--- src/rtl/simt_seq_ctrl_pkg.sv ---
// Shared constants and types for the SIMT scalar sequencer: opcodes, default
// geometry and the decoded loop-control class of a fetched instruction.
package simt_seq_ctrl_pkg;

    localparam int DEF_LANES      = 16;
    localparam int DEF_PC_W       = 16;
    localparam int DEF_CNT_W      = 16;
    localparam int DEF_LOOP_DEPTH = 4;

    localparam logic [3:0] OP_CMOV = 4'd8;
    localparam logic [3:0] OP_BLTZ = 4'd13;
    localparam logic [3:0] OP_SETX = 4'd14;
    localparam logic [3:0] OP_LOOP = 4'd15;

    typedef logic [DEF_LANES-1:0] lane_mask_t;

    typedef enum logic [1:0] {
        LC_NONE = 2'd0,
        LC_SETX = 2'd1,
        LC_LOOP = 2'd2
    } loop_ctl_e;

endpackage

--- src/rtl/simt_seq_ctrl_min_reduce.sv ---
// Combinational min tree over N registered W-bit values; unused leaves of the
// power-of-two tree are padded with all-ones so they never win.
module simt_seq_ctrl_min_reduce #(
    parameter int N = 16,
    parameter int W = 16
) (
    input  logic [N*W-1:0] i_vals,
    output logic [W-1:0]   o_min
);

    localparam int P = 1 << $clog2(N);

    logic [W-1:0] w_node [2*P-1];

    // Leaves at P-1..2P-2, each parent takes the smaller of its two children.
    always_comb begin
        for (int i = 0; i < 2*P-1; i++) begin
            w_node[i] = {W{1'b1}};
        end
        for (int i = 0; i < P; i++) begin
            if (i < N) begin
                w_node[P-1+i] = i_vals[i*W +: W];
            end else begin
                w_node[P-1+i] = {W{1'b1}};
            end
        end
        for (int i = P-2; i >= 0; i--) begin
            if (w_node[2*i+1] < w_node[2*i+2]) begin
                w_node[i] = w_node[2*i+1];
            end else begin
                w_node[i] = w_node[2*i+2];
            end
        end
    end

    assign o_min = w_node[0];

endmodule

--- src/rtl/simt_seq_ctrl.sv ---
// SIMT scalar sequencer: fetch PC, per-lane forward-branch PCs with
// reconvergence skip, and a nested SETX/LOOP hardware-loop stack.
module simt_seq_ctrl
    import simt_seq_ctrl_pkg::*;
#(
    parameter int LANES      = DEF_LANES,
    parameter int PC_W       = DEF_PC_W,
    parameter int CNT_W      = DEF_CNT_W,
    parameter int LOOP_DEPTH = DEF_LOOP_DEPTH
) (
    input  logic             clock,
    input  logic             reset_n,
    input  logic             stall,
    output logic [PC_W-1:0]  pc,
    input  logic             f_is_loop,
    input  logic             f_is_setx,
    input  logic [PC_W-1:0]  f_imm,
    output logic             issue_valid,
    input  logic             br_valid,
    input  logic [PC_W-1:0]  br_pc,
    input  logic [PC_W-1:0]  br_target,
    input  logic [LANES-1:0] br_taken,
    input  logic [PC_W-1:0]  x_pc,
    output logic [LANES-1:0] x_mask,
    output logic             err_ovf,
    output logic             err_unf
);

    localparam int SP_W  = $clog2(LOOP_DEPTH + 1);
    localparam int IDX_W = (LOOP_DEPTH > 1) ? $clog2(LOOP_DEPTH) : 1;

    logic [PC_W-1:0]    r_pc;
    logic [PC_W-1:0]    r_nep [LANES];
    logic [CNT_W-1:0]   r_stk [LOOP_DEPTH];
    logic [SP_W-1:0]    r_sp;
    logic               r_err_ovf;
    logic               r_err_unf;

    logic [LANES*PC_W-1:0] w_nep_flat;
    logic [PC_W-1:0]       w_nep_min;
    logic [PC_W-1:0]       w_pc_inc;
    logic [PC_W-1:0]       w_pc_adv;
    logic [IDX_W-1:0]      w_top_idx;
    logic [IDX_W-1:0]      w_push_idx;
    logic [CNT_W-1:0]      w_top;
    logic                  w_sp_empty;
    logic                  w_sp_full;
    loop_ctl_e             w_ctl;

    // Flatten per-lane branch PCs for the reduction and build the lane mask.
    always_comb begin
        w_nep_flat = {(LANES*PC_W){1'b0}};
        x_mask     = {LANES{1'b0}};
        for (int l = 0; l < LANES; l++) begin
            w_nep_flat[l*PC_W +: PC_W] = r_nep[l];
            x_mask[l]                  = (x_pc >= r_nep[l]);
        end
    end

    simt_seq_ctrl_min_reduce #(.N(LANES), .W(PC_W)) u_min (
        .i_vals (w_nep_flat),
        .o_min  (w_nep_min)
    );

    // Sequential-advance target and loop-control decode; LOOP beats SETX.
    always_comb begin
        w_pc_inc   = r_pc + PC_W'(1);
        w_pc_adv   = (w_pc_inc < w_nep_min) ? w_nep_min : w_pc_inc;
        w_sp_empty = (r_sp == {SP_W{1'b0}});
        w_sp_full  = (r_sp == SP_W'(LOOP_DEPTH));
        w_top_idx  = IDX_W'(r_sp - SP_W'(1));
        w_push_idx = IDX_W'(r_sp);
        w_top      = r_stk[w_top_idx];
        if (f_is_loop) begin
            w_ctl = LC_LOOP;
        end else if (f_is_setx) begin
            w_ctl = LC_SETX;
        end else begin
            w_ctl = LC_NONE;
        end
    end

    // PC, loop stack, error flags and per-lane branch PCs; branches land even under stall.
    always_ff @(negedge clock or negedge reset_n) begin
        if (!reset_n) begin
            r_pc      <= {PC_W{1'b0}};
            r_sp      <= {SP_W{1'b0}};
            r_err_ovf <= 1'b0;
            r_err_unf <= 1'b0;
            for (int l = 0; l < LANES; l++) begin
                r_nep[l] <= {PC_W{1'b0}};
            end
            for (int d = 0; d < LOOP_DEPTH; d++) begin
                r_stk[d] <= {CNT_W{1'b0}};
            end
        end else begin
            for (int l = 0; l < LANES; l++) begin
                if (br_valid && br_taken[l] && (br_pc >= r_nep[l])) begin
                    r_nep[l] <= br_target;
                end
            end
            if (!stall) begin
                case (w_ctl)
                    LC_LOOP: begin
                        if (w_sp_empty) begin
                            r_err_unf <= 1'b1;
                            r_pc      <= w_pc_adv;
                        end else if (w_top != {CNT_W{1'b0}}) begin
                            r_pc             <= f_imm;
                            r_stk[w_top_idx] <= w_top - CNT_W'(1);
                        end else begin
                            r_sp <= r_sp - SP_W'(1);
                            r_pc <= w_pc_adv;
                        end
                    end
                    LC_SETX: begin
                        if (w_sp_full) begin
                            r_err_ovf <= 1'b1;
                        end else begin
                            r_stk[w_push_idx] <= f_imm[CNT_W-1:0];
                            r_sp              <= r_sp + SP_W'(1);
                        end
                        r_pc <= w_pc_adv;
                    end
                    default: begin
                        r_pc <= w_pc_adv;
                    end
                endcase
            end
        end
    end

    assign pc          = r_pc;
    assign err_ovf     = r_err_ovf;
    assign err_unf     = r_err_unf;
    assign issue_valid = !stall && !f_is_loop && !f_is_setx;

endmodule

--- config.mk ---
export PLATFORM = sky130hd
export DESIGN_NAME = simt_seq_ctrl
export DESIGN_NICKNAME = d
export VERILOG_FILES = /design/src/rtl/simt_seq_ctrl_pkg.sv /design/src/rtl/simt_seq_ctrl_min_reduce.sv /design/src/rtl/simt_seq_ctrl.sv
export SDC_FILE = /design/constraint.sdc
export NUM_CORES = 2
export LEC_CHECK = 0
export CAP_MARGIN = 20
export CORE_MARGIN = 1.5
export CORE_UTILIZATION = 64
export DETAILED_ROUTE_END_ITERATION = 16
export GPL_ROUTABILITY_DRIVEN = 0
export PLACE_DENSITY = 0.83
export SKIP_CTS_REPAIR_TIMING = 1
export SLEW_MARGIN = 20
export SYNTH_ARGS = -nofsm -noshare
export SYNTH_HDL_FRONTEND = slang
export SYNTH_SLANG_ARGS = --single-unit
--- constraint.sdc ---
create_clock -name clock -period 15.1 [get_ports clock]
set_input_delay 1.51 -clock clock [delete_from_list [all_inputs] [get_ports clock]]
set_output_delay 1.51 -clock clock [all_outputs]
set_load 0.01 [all_outputs]
==> summary.txt <==
Status
  • Run status: complete, no violations

Worst setup path
  • Cell mode on critical path: a21o_1
  • FF-to-FF path depth: 56
  • Worst-path fanout max: 15
  • Data required, critical path: 23.00 ns
  • Critical Path Max Stage Delay: 0.76 ns
  • WP buf/inv: 4
  • CP Launch Type: flip-flop
  • Crit path capture type: flip-flop
  • Worst Path Arrival: 21.94 ns
  • Worst R2R Setup Slack: 1.06 ns
  • WS Path Type: flip-flop to flip-flop
  • RR Endpoint: pc[9]
  • Crit. Startpoint: r_nep[174]
  • Delay-heaviest family, CP: compound AO/OA/AOI/OAI gates
  • Critical path depth in cells: 56
  • Critical-path top delay cell: nor3_1
  • Reg2reg start: r_nep[174]

Placement
  • Port Buf Inserts: 120
  • Dpl cells: 4318
  • Post-detail-place hpwl: 73.2 mm
  • Pre-CTS setup slack: 1.13 ns

Drt
  • DRT Pass-1 Iters: 6
  • Routed via count: 28362
  • WL per Instance: 22.2 microns
  • Initial DRC Count: 2359
  • Vias/cell: 6.46
  • Remaining DRCs: 0
  • Post-DRT Antenna Nets: 0
  • Final WL: 97.5 mm

Synth
  • Syn Inst Count: 3597
  • Flops & latches, synth: 341
  • Ys flop type: dfrtn_1
  • Post-synth EDFFs: 0
  • Post-Syn Area: 34000 sq um
  • Synth unique cells: 83
  • Async SR Flop Fraction: 100%
  • Net Count, Synth: 4435
  • Avg Cell Area, Syn: 9.45 sq um
  • Seq/Total Area, Yosys: 25.1%
  • Ys Warns: 0

Die
  • Die Span X: 233 microns
  • Io pins: 121
  • Core Area: 52600 sq um
  • Die footprint: 54500 sq um
  • Row cnt: 84
  • Die H: 233 microns
  • Starting density of the core: 64.7%

Flow run
  • Max-cap check violation count: 0

Global route
  • Grt met3 use: 5.93%
  • Global-route usage over all layers: 35.9%
  • Global route overflow: 0
  • Antenna violations before repair: 1
  • Number of global-route vias before repair: 27915
  • First-pass GRT wire length: 153 mm
  • M2 GR Usage: 56.6%
  • Met1 Usage GRT: 48.7%
  • Largest net degree at the start of global routing: 170
  • Top Usage Layer GRT: met2

Worst hold path
  • Hold path start: err_unf
  • Hold Path Cell Cnt: 1
  • Worst Hold Class: flip-flop to flip-flop
  • Worst Hold End: err_unf

STA
  • Skew final: 0.0360 ns
  • Worst slew pin tran: 1.26 ns
  • Unrepaired setup endpoints after global routing: no
  • Max Fclk: 71.2 MHz
  • Hold slack: 0.432 ns
  • Final WS setup: 1.06 ns
  • Period minus WS final: 14.04 ns
  • Fin. max-slew vios: 0
  • Hold Vio Cnt, Final: 0
  • Finish-stage setup viols: 0
  • TNS Setup: 0 ns
  • Final critical-path share of the clock period: 93.0%
  • Slew margin rel.: 15.5%

CTS
  • Clk_lat worst skew: 0.60 ns
  • Root buf cell: clkbuf_16
  • Clock sink total: 341
  • Largest buffer count on any clock path: 3
  • H-tree depth: 2
  • TritonCTS clock tree: done
  • Worst-path clk slew: 0.05 ns
  • Num CTS Buffers: 41

Final layout
  • Layout cell share with drive strength beyond 1: 11.5%
  • Nets: 4511
  • Synthesis-to-layout area growth: 9.47%
  • Fillers: 3929
  • Inserted Diodes: 0
  • Layout Cells excl Fill: 4389
  • Most common cell after layout, fill and taps aside: ha_1
  • Most frequent cells in the layout: 752 x ha_1, 366 x inv_1, 341 x dfrtn_1
==> state kept, by name, indices dropped and copies added (netlist names) <==
name     flops
r_nep      256
r_stk       64
pc          16
r_sp         3
err_ovf      1
err_unf      1
==> metrics by stage <==
| step | area, sq um | utilization (%) |
|---|---|---|
| after global routing | 37200 | 70.8 |
| final | 37200 | 70.8 |
| after floorplan | 34000 | - |
| after global placement | 35800 | 68.2 |
| after CTS | 37200 | 70.8 |
| after detailed placement | 35800 | 68.2 |
==> worst register-to-register path: cells and delay by family, from the launching register on <==
kind / cells / cell delay (ns)
muxes: 3 / 1.26
DFF: 1 / 0.43
AOI/OAI and AO/OA: 28 / 5.95
and+or+nand+nor: 16 / 4.16
buffers and inverters: 4 / 0.60
adders and majority gates: 5 / 1.42
==> logic make-up after synthesis <==
logic type / Yosys count / share of synthesized area, %
AOI/OAI and AO/OA: 1013 / 19.8
xor gates and xnor gates: 33 / 0.851
adders and majority gates: 754 / 27.8
buffers and inverters: 481 / 5.37
DFF: 341 / 25.1
muxes: 377 / 12.9
and+or+nand+nor: 598 / 8.20
==> how the worst max path moves through the flow <==
stage	endpoint	slack (ns)
floorplan	r_nep[10]	2.23
global placement	r_nep[47]	1.16
detailed placement	r_nep[129]	1.13
CTS	x_mask[0]	1.57
global route	pc[9]	0.41
finish	pc[9]	1.06
==> synth_stat cells (all sizes together), types with 63 or more instances <==
library cell	instances	area share, %
nand2b	63	1.2
mux2	297	9.9
inv	366	4.0
nand2	184	2.0
a22o	70	1.8
ha	752	28
a21oi	245	3.6
a21o	263	5.8
nor2	182	2.0
mux2i	64	1.9
clkbuf	96	1.1
dfrtn	341	25
o21ai	207	3.1
==> final cells by class <==
type	instances	area, sq um	area share [%]
Clock buffer	61	1220	3.28
Sequential cell	341	8530	22.9
Multi-Input combinational cell	2775	23600	63.6
Clock inverter	10	154	0.414
Inverter	366	1370	3.69
Timing Repair Buffer	148	1410	3.80
Tap cell	688	861	2.31
==> layer usage <==
layer	wire length, microns	vias to the layer above	share of wire, %
li1	-	13241	-
met5	13	-	0.013
met1	41900	13639	43
met4	3920	2	4.0
met2	43500	1219	45
met3	8140	261	8.4
Power is not shown: default switching activity piles up to over one toggle a cycle in this logic, so the estimate is an artifact.
